<file path="src/rtl/inst_axi_rd_bridge.sv">
// Instruction-fetch bridge: SRAM-like req/addr_ok/data_ok fetch port to single-beat AXI reads.
// One AR in flight at a time, up to MAX_OUTST accepted fetches awaiting R, strictly in order.
module inst_axi_rd_bridge #(
  parameter logic [3:0] ARID      = 4'd0,
  parameter int         MAX_OUTST = 2,
  parameter bit         MAP_EN    = 1'b1
) (
  input  logic        clk,
  input  logic        reset,
  input  logic        inst_sram_req,
  input  logic        inst_sram_wr,
  input  logic [1:0]  inst_sram_size,
  input  logic [3:0]  inst_sram_wstrb,
  input  logic [31:0] inst_sram_addr,
  input  logic [31:0] inst_sram_wdata,
  output logic        inst_sram_addr_ok,
  output logic        inst_sram_data_ok,
  output logic [31:0] inst_sram_rdata,
  output logic        inst_bus_err,
  output logic [3:0]  arid,
  output logic [31:0] araddr,
  output logic [7:0]  arlen,
  output logic [2:0]  arsize,
  output logic [1:0]  arburst,
  output logic [1:0]  arlock,
  output logic [3:0]  arcache,
  output logic [2:0]  arprot,
  output logic        arvalid,
  input  logic        arready,
  input  logic [3:0]  rid,
  input  logic [31:0] rdata,
  input  logic [1:0]  rresp,
  input  logic        rlast,
  input  logic        rvalid,
  output logic        rready
);

  // Handshakes: AR transfers when arvalid && arready; R transfers when rvalid && rready.
  // arvalid/araddr never change while arvalid is high and arready is low.

  localparam logic [1:0] MAX_CNT = 2'(MAX_OUTST);

  typedef enum logic {AR_IDLE = 1'b0, AR_BUSY = 1'b1} ar_state_t;

  ar_state_t   state, state_nxt;
  logic [1:0]  cnt;
  logic [1:0]  size_q;
  logic        accept;
  logic        r_done;
  logic [31:0] phys_addr;
  logic        unused_ok;

  assign unused_ok = ^{inst_sram_wr, inst_sram_wstrb, inst_sram_wdata, rid};

  // kseg0/kseg1 both fold onto the low 512 MB of physical space.
  always_comb begin
    phys_addr = inst_sram_addr;
    if (MAP_EN && (inst_sram_addr[31:30] == 2'b10)) begin
      phys_addr = {3'b000, inst_sram_addr[28:0]};
    end
  end

  // Slot release is not forwarded into acceptance, keeping rvalid off the addr_ok path.
  assign accept = inst_sram_req && (state == AR_IDLE) && (cnt < MAX_CNT);
  assign rready = (cnt != 2'd0);
  assign r_done = rvalid && rready && rlast;

  assign inst_sram_addr_ok = accept;
  assign inst_sram_data_ok = r_done;
  assign inst_sram_rdata   = rdata;
  assign inst_bus_err      = r_done && (rresp != 2'b00);

  assign arid    = ARID;
  assign arlen   = 8'd0;
  assign arsize  = {1'b0, size_q};
  assign arburst = 2'b01;
  assign arlock  = 2'b00;
  assign arcache = 4'd0;
  assign arprot  = 3'd0;
  assign arvalid = (state == AR_BUSY);

  always_ff @(posedge clk) begin
    if (reset) begin
      state <= AR_IDLE;
    end else begin
      state <= state_nxt;
    end
  end

  always_comb begin
    state_nxt = state;
    if (state == AR_IDLE) begin
      if (accept) state_nxt = AR_BUSY;
    end else begin
      if (arready) state_nxt = AR_IDLE;
    end
  end

  always_ff @(posedge clk) begin
    if (reset) begin
      araddr <= 32'd0;
      size_q <= 2'd0;
    end else if (accept) begin
      araddr <= phys_addr;
      size_q <= inst_sram_size;
    end
  end

  always_ff @(posedge clk) begin
    if (reset) begin
      cnt <= 2'd0;
    end else begin
      case ({accept, r_done})
        2'b10:   cnt <= cnt + 2'd1;
        2'b01:   cnt <= cnt - 2'd1;
        default: cnt <= cnt;
      endcase
    end
  end

endmodule

</file>
<file path="config.mk">
export PLATFORM = sky130hd
export DESIGN_NAME = inst_axi_rd_bridge
export DESIGN_NICKNAME = d
export VERILOG_FILES = /design/src/rtl/inst_axi_rd_bridge.sv
export SDC_FILE = /design/constraint.sdc
export NUM_CORES = 1
export LEC_CHECK = 0
export BUFFER_PORTS_ARGS = -buffer_cell sky130_fd_sc_hd__buf_2
export CORE_AREA = 2 2 82 84
export CTS_CLUSTER_DIAMETER = 30
export DETAILED_ROUTE_END_ITERATION = 6
export DIE_AREA = 0 0 84 86
export PLACE_DENSITY = 0.79
export SLEW_MARGIN = 30
export SYNTH_ARGS = -nofsm -noshare
export SYNTH_HDL_FRONTEND = slang
export SYNTH_SLANG_ARGS = --single-unit
</file>
<file path="constraint.sdc">
create_clock -name clk -period 2.2 [get_ports clk]
set_input_delay 0.22 -clock clk [delete_from_list [all_inputs] [get_ports clk]]
set_output_delay 0.22 -clock clk [all_outputs]
set_load 0.01 [all_outputs]
</file>
==> impl_results.md <==
* I/O pin count at 210
* Least-Margin Pin Slew at 0.846 ns
* Crit-path cells: or3b_1 > buf_4 > inv_8 > buf_2
* Starting DRC count in detailed routing at 27
* Nets at between 300 and 400
* Post-Place Cells at about 340
* Slowest cell on the critical path: or3b_1
* GRT overflow at 0
* Seq cells post-synth at 37
* PD cells at about 850 nW/um^2
* Post-CTS sizing at 0
* Crit share post-route at 86.8%
* Vias per cell at roughly 4.1
* Vias in the first global route at about 1300
* Async set-reset flop share out of synthesis at 0%
* Detailed placement HPWL at between 2000 and 2500 um
* Leak at 0.984 nW
* Clock slew at reported path FFs at approximately 0.08 ns
* Area contributors post-synth: dfxtp_1 40%, buf_4 23%, nand2_1 13%
* Highest achievable clock rate at approximately 520 MHz
* Core box area at around 6300 sq um
* # rows at 29
* Final wirelength at about 3500 um
* HP Class: input port to register
* RSZ-0062 raised after global routing: false
* Global-route wire length before repair at 5900 um
* Synth Warn # at 0
* Post-CTS setup repair buffer count at 0
* Root Buffer: clkbuf_8
* Final core occ at around 32%
* Sequential share of the synthesized area at between 30% and 40%
* CP arrival at ~1.7 ns
* Pin count of the biggest net entering global routing at 38
* Most numerous cell in the Yosys netlist: nand2_1
* Vert. Die Dim at approximately 86 um
* IO buf count at 80
* Starting Density at between 20% and 30%
* Top_reg_cell synth: dfxtp_1
* TritonCTS buffer count at 5
* Die X at 84 um
* CP required at 1.98 ns
* Mapped Area at between 1500 and 2000 sq um
* Clock latency on the worst-skew pair at roughly 0.28 ns
* Routability Congestion at between 0.6 and 0.7
* Critical path peak fanout at 36
* Largest area contributor in the synthesized netlist: dfxtp_1
* Endpoints failing setup at 0
* Clk_skew at 0.00701 ns
* CTS Hold Bufs at 0
* WL per Instance at roughly 10 um
* Sink Count at 37
* HP Start: inst_sram_addr[10]
* Total number of vias at 1413
* Post-synth top area share at between 30% and 40%
* Final antenna-violating net count at 0
* Maximum vdd ir drop at between 0.3 and 0.4 mV
* Die area at slightly above 7000 sq um
* Worst Setup End Kind: output port
* Maximum root-to-sink buffer count at 2
* CTS tree: built
* Place WS at about 0.47 ns
* Max-Cap Viols at 0
* Critical R2R Launch: cnt[1]
* Final WS setup at slightly below 0.3 ns
* Fin crit period at between 1.5 and 2 ns
* Most instantiated cells after synthesis: 66 x nand2_1, 56 x buf_4, 37 x dfxtp_1
* Syn avg cell area at 8.32 sq um
* CP startpoint: cnt[1]
* Ant. Diodes at 0
* H-tree levels at 2
* Slew Viols, Final at 0
* Largest stage delay, worst path at 0.39 ns
* Non-Filler Instances at about 340
* Antenna violations before repair at 0
* Setup CP Type: register to output port
* Mapped Cells at between 200 and 250
* Router iterations before antenna repair at 4
* GRT Total Usage at around a tenth
* Max-slew headroom at 43.6%
* Status: completed
* Netlist cell types at 23
* Setup TNS at 0 ns
* Final Hold Fails at 0
* Synthesis-to-finish area growth at 9.71%
* Crit start category: register
* Hold_ws at 0.169 ns
* Share of post-route cells with drive strength above 1 at about two fifths
* Number of synthesized flops with an enable pin at 0
* DRC Markers at 0
## layout make-up
type / count / area (sq um)
Tap cell: 77 / 96.3
Clock inverter: 1 / 5.00
Inverter: 1 / 11.3
Fill cell: 683 / 4240
Sequential cell: 37 / 741
Timing Repair Buffer: 81 / 408
Clock buffer: 7 / 96.3
Multi-Input combinational cell: 140 / 678
## sequential cells by signal (all words and copies together), names as in the netlist
register / count
araddr: 32
cnt: 2
size_q: 2
arvalid: 1
## logic make-up after synthesis
family | after synthesis | share of synthesized area (%)
and+or+nand+nor | 75 | 16.3
AOI/OAI and AO/OA | 38 | 13.8
buffers and inverters | 68 | 28.0
other | 2 | 0.405
xor gates and xnor gates | 2 | 0.944
adders and majority gates | 1 | 0.674
DFF | 37 | 39.9
## per-stage QoR
stage / cell area [sq um] / power, mW
finish: 2040 / 1.74
global route: 2040 / 1.87
CTS: 2040 / 1.78
detailed placement: 1930 / 1.24
global placement: 1930 / 1.23
floorplan: 1940 / 1.21
## worst max-delay path: cells and delay by family (launching register included)
kind | cells | cell delay, ns
simple gates | 1 | 0.39
flops | 1 | 0.33
buf+inv | 3 | 0.67
## layer usage
| layer | track usage [%] | vias up | wire length [um] |
|---|---|---|---|
| met5 | 0 | - | 0 |
| met4 | 4.25 | 0 | 73 |
| met3 | 3.46 | 14 | 305 |
| met2 | 17.5 | 69 | 1740 |
| met1 | 10.9 | 622 | 1390 |
| li1 | - | 708 | - |
## report_power, final
| group | switching [mW] | internal [mW] | total [mW] |
|---|---|---|---|
| sequential | 0.0394 | 0.747 | 0.787 |
| combinational | 0.263 | 0.170 | 0.433 |
| clock | 0.236 | 0.283 | 0.519 |
## final timing paths
check                      endpoint  slack (ns)  cells after the start
setup / recovery  inst_sram_addr_ok        0.29                      4
hold reg to reg           size_q[0]        0.45                      2
hold / removal           araddr[10]        0.17                      3
setup reg to reg             cnt[1]        0.47                      5
## layout by cell type, fill, tap and decap left out
cell	netlist	layout
buf_2	4	80
nand2_1	66	66
dfxtp_1	37	37
conb_1	2	24
a21oi_1	19	19
a21oi_2	17	17
clkbuf_8	0	7
nand2b_1	2	2
nand3_1	2	2
or3b_1	1	1
inv_8	1	1
or2_2	1	1
and3_1	1	1
o21a_1	1	1
xor2_1	1	1
nor2_1	1	1
xnor2_1	1	1
o21ai_0	1	1
or3_1	1	1
ha_1	1	1
clkinv_2	0	1
buf_4	56	1
Power figures use the tool's default switching activity.
